**src/rtl/interrupt_controller.sv**
```systemverilog
// Prioritised interrupt controller: edge-detects peripheral request lines, latches them as
// pending, and runs a req/ack/done handshake with the CPU, one request at a time.
module interrupt_controller #(
  parameter int N_IRQ = 8,
  parameter int VEC_W = 3
) (
  input  logic             clk,
  input  logic             reset,
  input  logic [N_IRQ-1:0] irq_in,
  input  logic             mask_we,
  input  logic [N_IRQ-1:0] mask_data,
  input  logic             int_ack,
  input  logic             int_done,
  output logic             int_req,
  output logic [VEC_W-1:0] int_vector,
  output logic             in_service,
  output logic [N_IRQ-1:0] pending,
  output logic [N_IRQ-1:0] mask_q
);

  typedef enum logic [1:0] {
    IDLE    = 2'd0,
    REQ     = 2'd1,
    SERVICE = 2'd2
  } state_e;

  state_e           state_q, state_d;
  logic [N_IRQ-1:0] prev_q;
  logic [N_IRQ-1:0] pending_q, pending_d;
  logic [N_IRQ-1:0] mask_d;
  logic             int_req_q, int_req_d;
  logic [VEC_W-1:0] vector_q, vector_d;
  logic             in_service_q, in_service_d;

  logic [N_IRQ-1:0] irq_edge;
  logic [N_IRQ-1:0] clear;
  logic [N_IRQ-1:0] eligible;
  logic [VEC_W-1:0] winner;

  assign irq_edge = irq_in & ~prev_q;
  assign eligible = pending_q & mask_q;

  // Lowest index wins: scanning downward lets the last hit overwrite earlier ones.
  always_comb begin
    winner = '0;
    for (int i = N_IRQ - 1; i >= 0; i--) begin
      if (eligible[i]) begin
        winner = VEC_W'(i);
      end
    end
  end

  always_comb begin
    clear = '0;
    if (state_q == REQ && int_ack) begin
      clear[vector_q] = 1'b1;
    end
  end

  // A fresh edge in the acknowledge cycle keeps the bit pending.
  assign pending_d = irq_edge | (pending_q & ~clear);
  assign mask_d    = mask_we ? mask_data : mask_q;

  always_comb begin
    state_d      = state_q;
    int_req_d    = int_req_q;
    vector_d     = vector_q;
    in_service_d = in_service_q;
    unique case (state_q)
      IDLE: begin
        in_service_d = 1'b0;
        if (eligible != '0) begin
          vector_d  = winner;
          int_req_d = 1'b1;
          state_d   = REQ;
        end
      end
      REQ: begin
        if (int_ack) begin
          int_req_d    = 1'b0;
          in_service_d = 1'b1;
          state_d      = SERVICE;
        end
      end
      SERVICE: begin
        if (int_done) begin
          in_service_d = 1'b0;
          state_d      = IDLE;
        end
      end
      default: begin
        int_req_d    = 1'b0;
        in_service_d = 1'b0;
        state_d      = IDLE;
      end
    endcase
  end

  always_ff @(posedge clk) begin
    if (reset) begin
      state_q      <= IDLE;
      prev_q       <= '0;
      pending_q    <= '0;
      mask_q       <= '1;
      int_req_q    <= 1'b0;
      vector_q     <= '0;
      in_service_q <= 1'b0;
    end else begin
      state_q      <= state_d;
      prev_q       <= irq_in;
      pending_q    <= pending_d;
      mask_q       <= mask_d;
      int_req_q    <= int_req_d;
      vector_q     <= vector_d;
      in_service_q <= in_service_d;
    end
  end

  assign int_req    = int_req_q;
  assign int_vector = vector_q;
  assign in_service = in_service_q;
  assign pending    = pending_q;

endmodule

```
**config.mk**
```make
export PLATFORM = sky130hd
export DESIGN_NAME = interrupt_controller
export DESIGN_NICKNAME = d
export VERILOG_FILES = /design/src/rtl/interrupt_controller.sv
export SDC_FILE = /design/constraint.sdc
export NUM_CORES = 1
export LEC_CHECK = 0
export BUFFER_PORTS_ARGS = -buffer_cell sky130_fd_sc_hd__buf_4
export CORE_MARGIN = 4
export CORE_UTILIZATION = 52
export DETAILED_ROUTE_END_ITERATION = 6
export GPL_ROUTABILITY_DRIVEN = 0
export HOLD_SLACK_MARGIN = 0.08
export PLACE_DENSITY = 0.89
export SLEW_MARGIN = 20
export SYNTH_ARGS = -nofsm -noshare
export SYNTH_HDL_FRONTEND = slang
export SYNTH_SLANG_ARGS = --single-unit
```
**constraint.sdc**
```tcl
create_clock -name clk -period 2.5 [get_ports clk]
set_clock_uncertainty 0.05 [all_clocks]
set_input_delay 0.125 -clock clk [delete_from_list [all_inputs] [get_ports clk]]
set_output_delay 0.125 -clock clk [all_outputs]
set_load 0.1 [all_outputs]
```
==> reports/metrics.yaml <==
wirelength_um: 3334
path_max_fanout: 4
firstDrtPassIters: 4
cts-root-buf: "clkbuf_4"
path_cells: "nor2b_1 > a211o_1 > dlygate4sd3_1"
ant_nets: 0
slew_headroom: 0.7416
cts_made_buffers: 5
first_global_vias: 1283
wl_per_cell_um: 14.69
hold_viol_final: 0
rsz0062_at_grt: "no"
ys_ff_latch: 31
layout-drive-gt1-share: 0.2714
power_leakage_nw: 0.7880
gr-usage-met2: 0.3960
path_buf_inv: 1
global_route.peak_usage_layer: "met2"
cp.required_ns: 2.67
dp_hpwl_um: 2173
maxCapViolations: 0
n_fill_cell: 128
cp_top_family: "buffers and inverters"
fp.dieArea_sq_um: 3196
rr_startpoint: "mask_q[7]"
multi_input_area_sq_um: 580.6
synth_cell_types: 31
core_sq_um: 2233
core.rowCount: 17
cts_buffer_depth: 2
clkTransAtPathRegs_ns: 0.10
power_density_nw_per_um2: 731.8
min_period_over_period: 0.5897
antenna_found_initial: 0
grt_first_pass_wirelength_um: 5768
cp-endpoint: "mask_q[7]"
ir_drop_mv: 0.6128
syn2layout_area_growth_pct: 52.40
critPathArrivalTime_ns: 1.64
avgViaCountPerCell: 5.427
antenna_cells: 0
setup_viol: 0
gr-total-overflow: 0
syn_avg_cell_area_sq_um: 9.496
cp-start-kind: "flip-flop"
timing.rr.end: "mask_q[7]"
outcome: "complete, no violations"
critPathKind: "reg2reg"
synthCells: 129
max_freq_mhz: 678.3
vias: 1232
startpoint: "mask_q[7]"
r2r_slack_ns: 1.03
htree_levels: 2
syn-num-nets: 150
grt_use_met1: 0.2582
reg2reg_depth: 3
cts_tree: "yes"
final_nets: 219
grt.total_usage: 0.2289
layout_min_cycle_time_ns: 1.474
final_cell_mix: "41 x buf_4, 31 x dfxtp_1, 25 x dlygate4sd3_1"
path_depth: 3
hold_buffers: 25
grt_start_max_net_pins: 33
fp.dieW_um: 56.54
seq_area_sq_um: 620.6
use_met3: 0.07126
ctsResizeCount: 0
start_util: 0.5485
dr.first_iter.drc_count: 53
worstHoldPathType: "in2reg"
cp_slowest_cell: "dlygate4sd3_1"
power_mw: 1.366
num_io_pins: 42
end_kind: "flip-flop"
worstSkewPairLatency_ns: 0.33
fp.dieH_um: 56.54
worstMarginPinSlew_ns: 0.3861
portBuffers: 41
clock_sinks: 31
synth_warnings: 0
tns_ns: 0
synth_seq_area_share: 0.5066
postCtsSetupRepairBufs: 0
maxSlewViolCount: 0
cpPeakStageDelay_ns: 0.57
drc: 0
syn-cell-area_sq_um: 1225
final_common_cell: "buf_4"
-- worst min-delay path by stage --
| stage | start | cells past startpoint | end | slack [ns] |
|---|---|---|---|---|
| 2_1_floorplan | mask_data[7] | 1 | mask_q[7] | 0.19 |
| 3_3_place_gp | mask_data[7] | 2 | mask_q[7] | 0.28 |
| 3_5_place_dp | mask_data[7] | 2 | mask_q[7] | 0.28 |
| 4_1_cts | mask_we | 2 | mask_q[3] | 0.08 |
| 5_1_grt | mask_we | 2 | mask_q[3] | 0.10 |
| 6_report | mask_we | 2 | mask_q[3] | 0.1 |
-- logic make-up after synthesis --
group,count (synthesis),share of synthesized area
buffers and inverters,5,0.01941
and+or+nand+nor,48,0.2247
DFF,31,0.5066
AOI/OAI and AO/OA,45,0.2492
-- sequential cells by signal (all words and copies together), names as in the netlist --
register and cells:
in_service 1, int_req 1, int_vector 3, mask_q 8
pending 8, prev_q 8, state_q 2
-- Yosys cell counts, drive strengths merged --
master	number	area [sq um]
a211o	8	70.07
a211oi	1	7.510
a21boi	1	7.510
a21oi	15	75.07
a22oi	4	35.03
a31o	1	8.760
a31oi	1	6.260
a32o	1	10.01
and2	1	6.260
and2b	1	8.760
buf	2	12.51
clkbuf	2	7.510
dfxtp	31	620.6
inv	1	3.750
nand2	9	33.78
nand2b	11	68.82
nand3	3	15.01
nand3b	1	7.510
nor2	2	7.510
nor2b	17	106.4
nor3	1	5.000
o211ai	1	7.510
o21ai	9	48.80
o2bb2ai	1	8.760
o31ai	2	20.02
or2	1	8.760
or2b	1	7.510
-- where the power goes --
part | total (mW) | internal (mW) | switching [mW]
sequential | 0.581 | 0.535 | 0.0460
clock | 0.328 | 0.165 | 0.163
combinational | 0.457 | 0.143 | 0.314
total | 1.37 | 0.844 | 0.522
-- through the flow --
stage | instance area [sq um] | hold WS, ns | utilization | std cells | setup WS, ns
2_1_floorplan | 1225 | 0.1929 | - | 129 | 0.6923
3_3_place_gp | 1548 | 0.2793 | 0.6930 | 194 | 1.310
3_5_place_dp | 1548 | 0.2843 | 0.6930 | 194 | 1.258
4_1_cts | 1867 | 0.08423 | 0.8359 | 227 | 1.057
5_1_grt | 1867 | 0.1045 | 0.8359 | 227 | 0.9904
6_report | 1867 | 0.09904 | 0.8359 | 227 | 1.026
-- worst register-to-register path, cell delays in order, from the launching register on --
cell and delay [ns]:
dfxtp_1 0.36, nor2b_1 0.15, a211o_1 0.23, dlygate4sd3_1 0.57
-- layer usage --
metal,vias to the layer above,share of wire
met4,0,0.019
met3,8,0.072
met1,577,0.39
li1,595,-
met5,-,0
met2,52,0.52
-- cell type report --
type                    count  area share
clock buffers               8     0.03686
inverters                   1    0.002011
multi-input cells          93      0.3110
flip-flops and latches     31      0.3324
well taps                  28     0.01877
repair buffers             66      0.2989
Power figures use the tool's default switching activity.
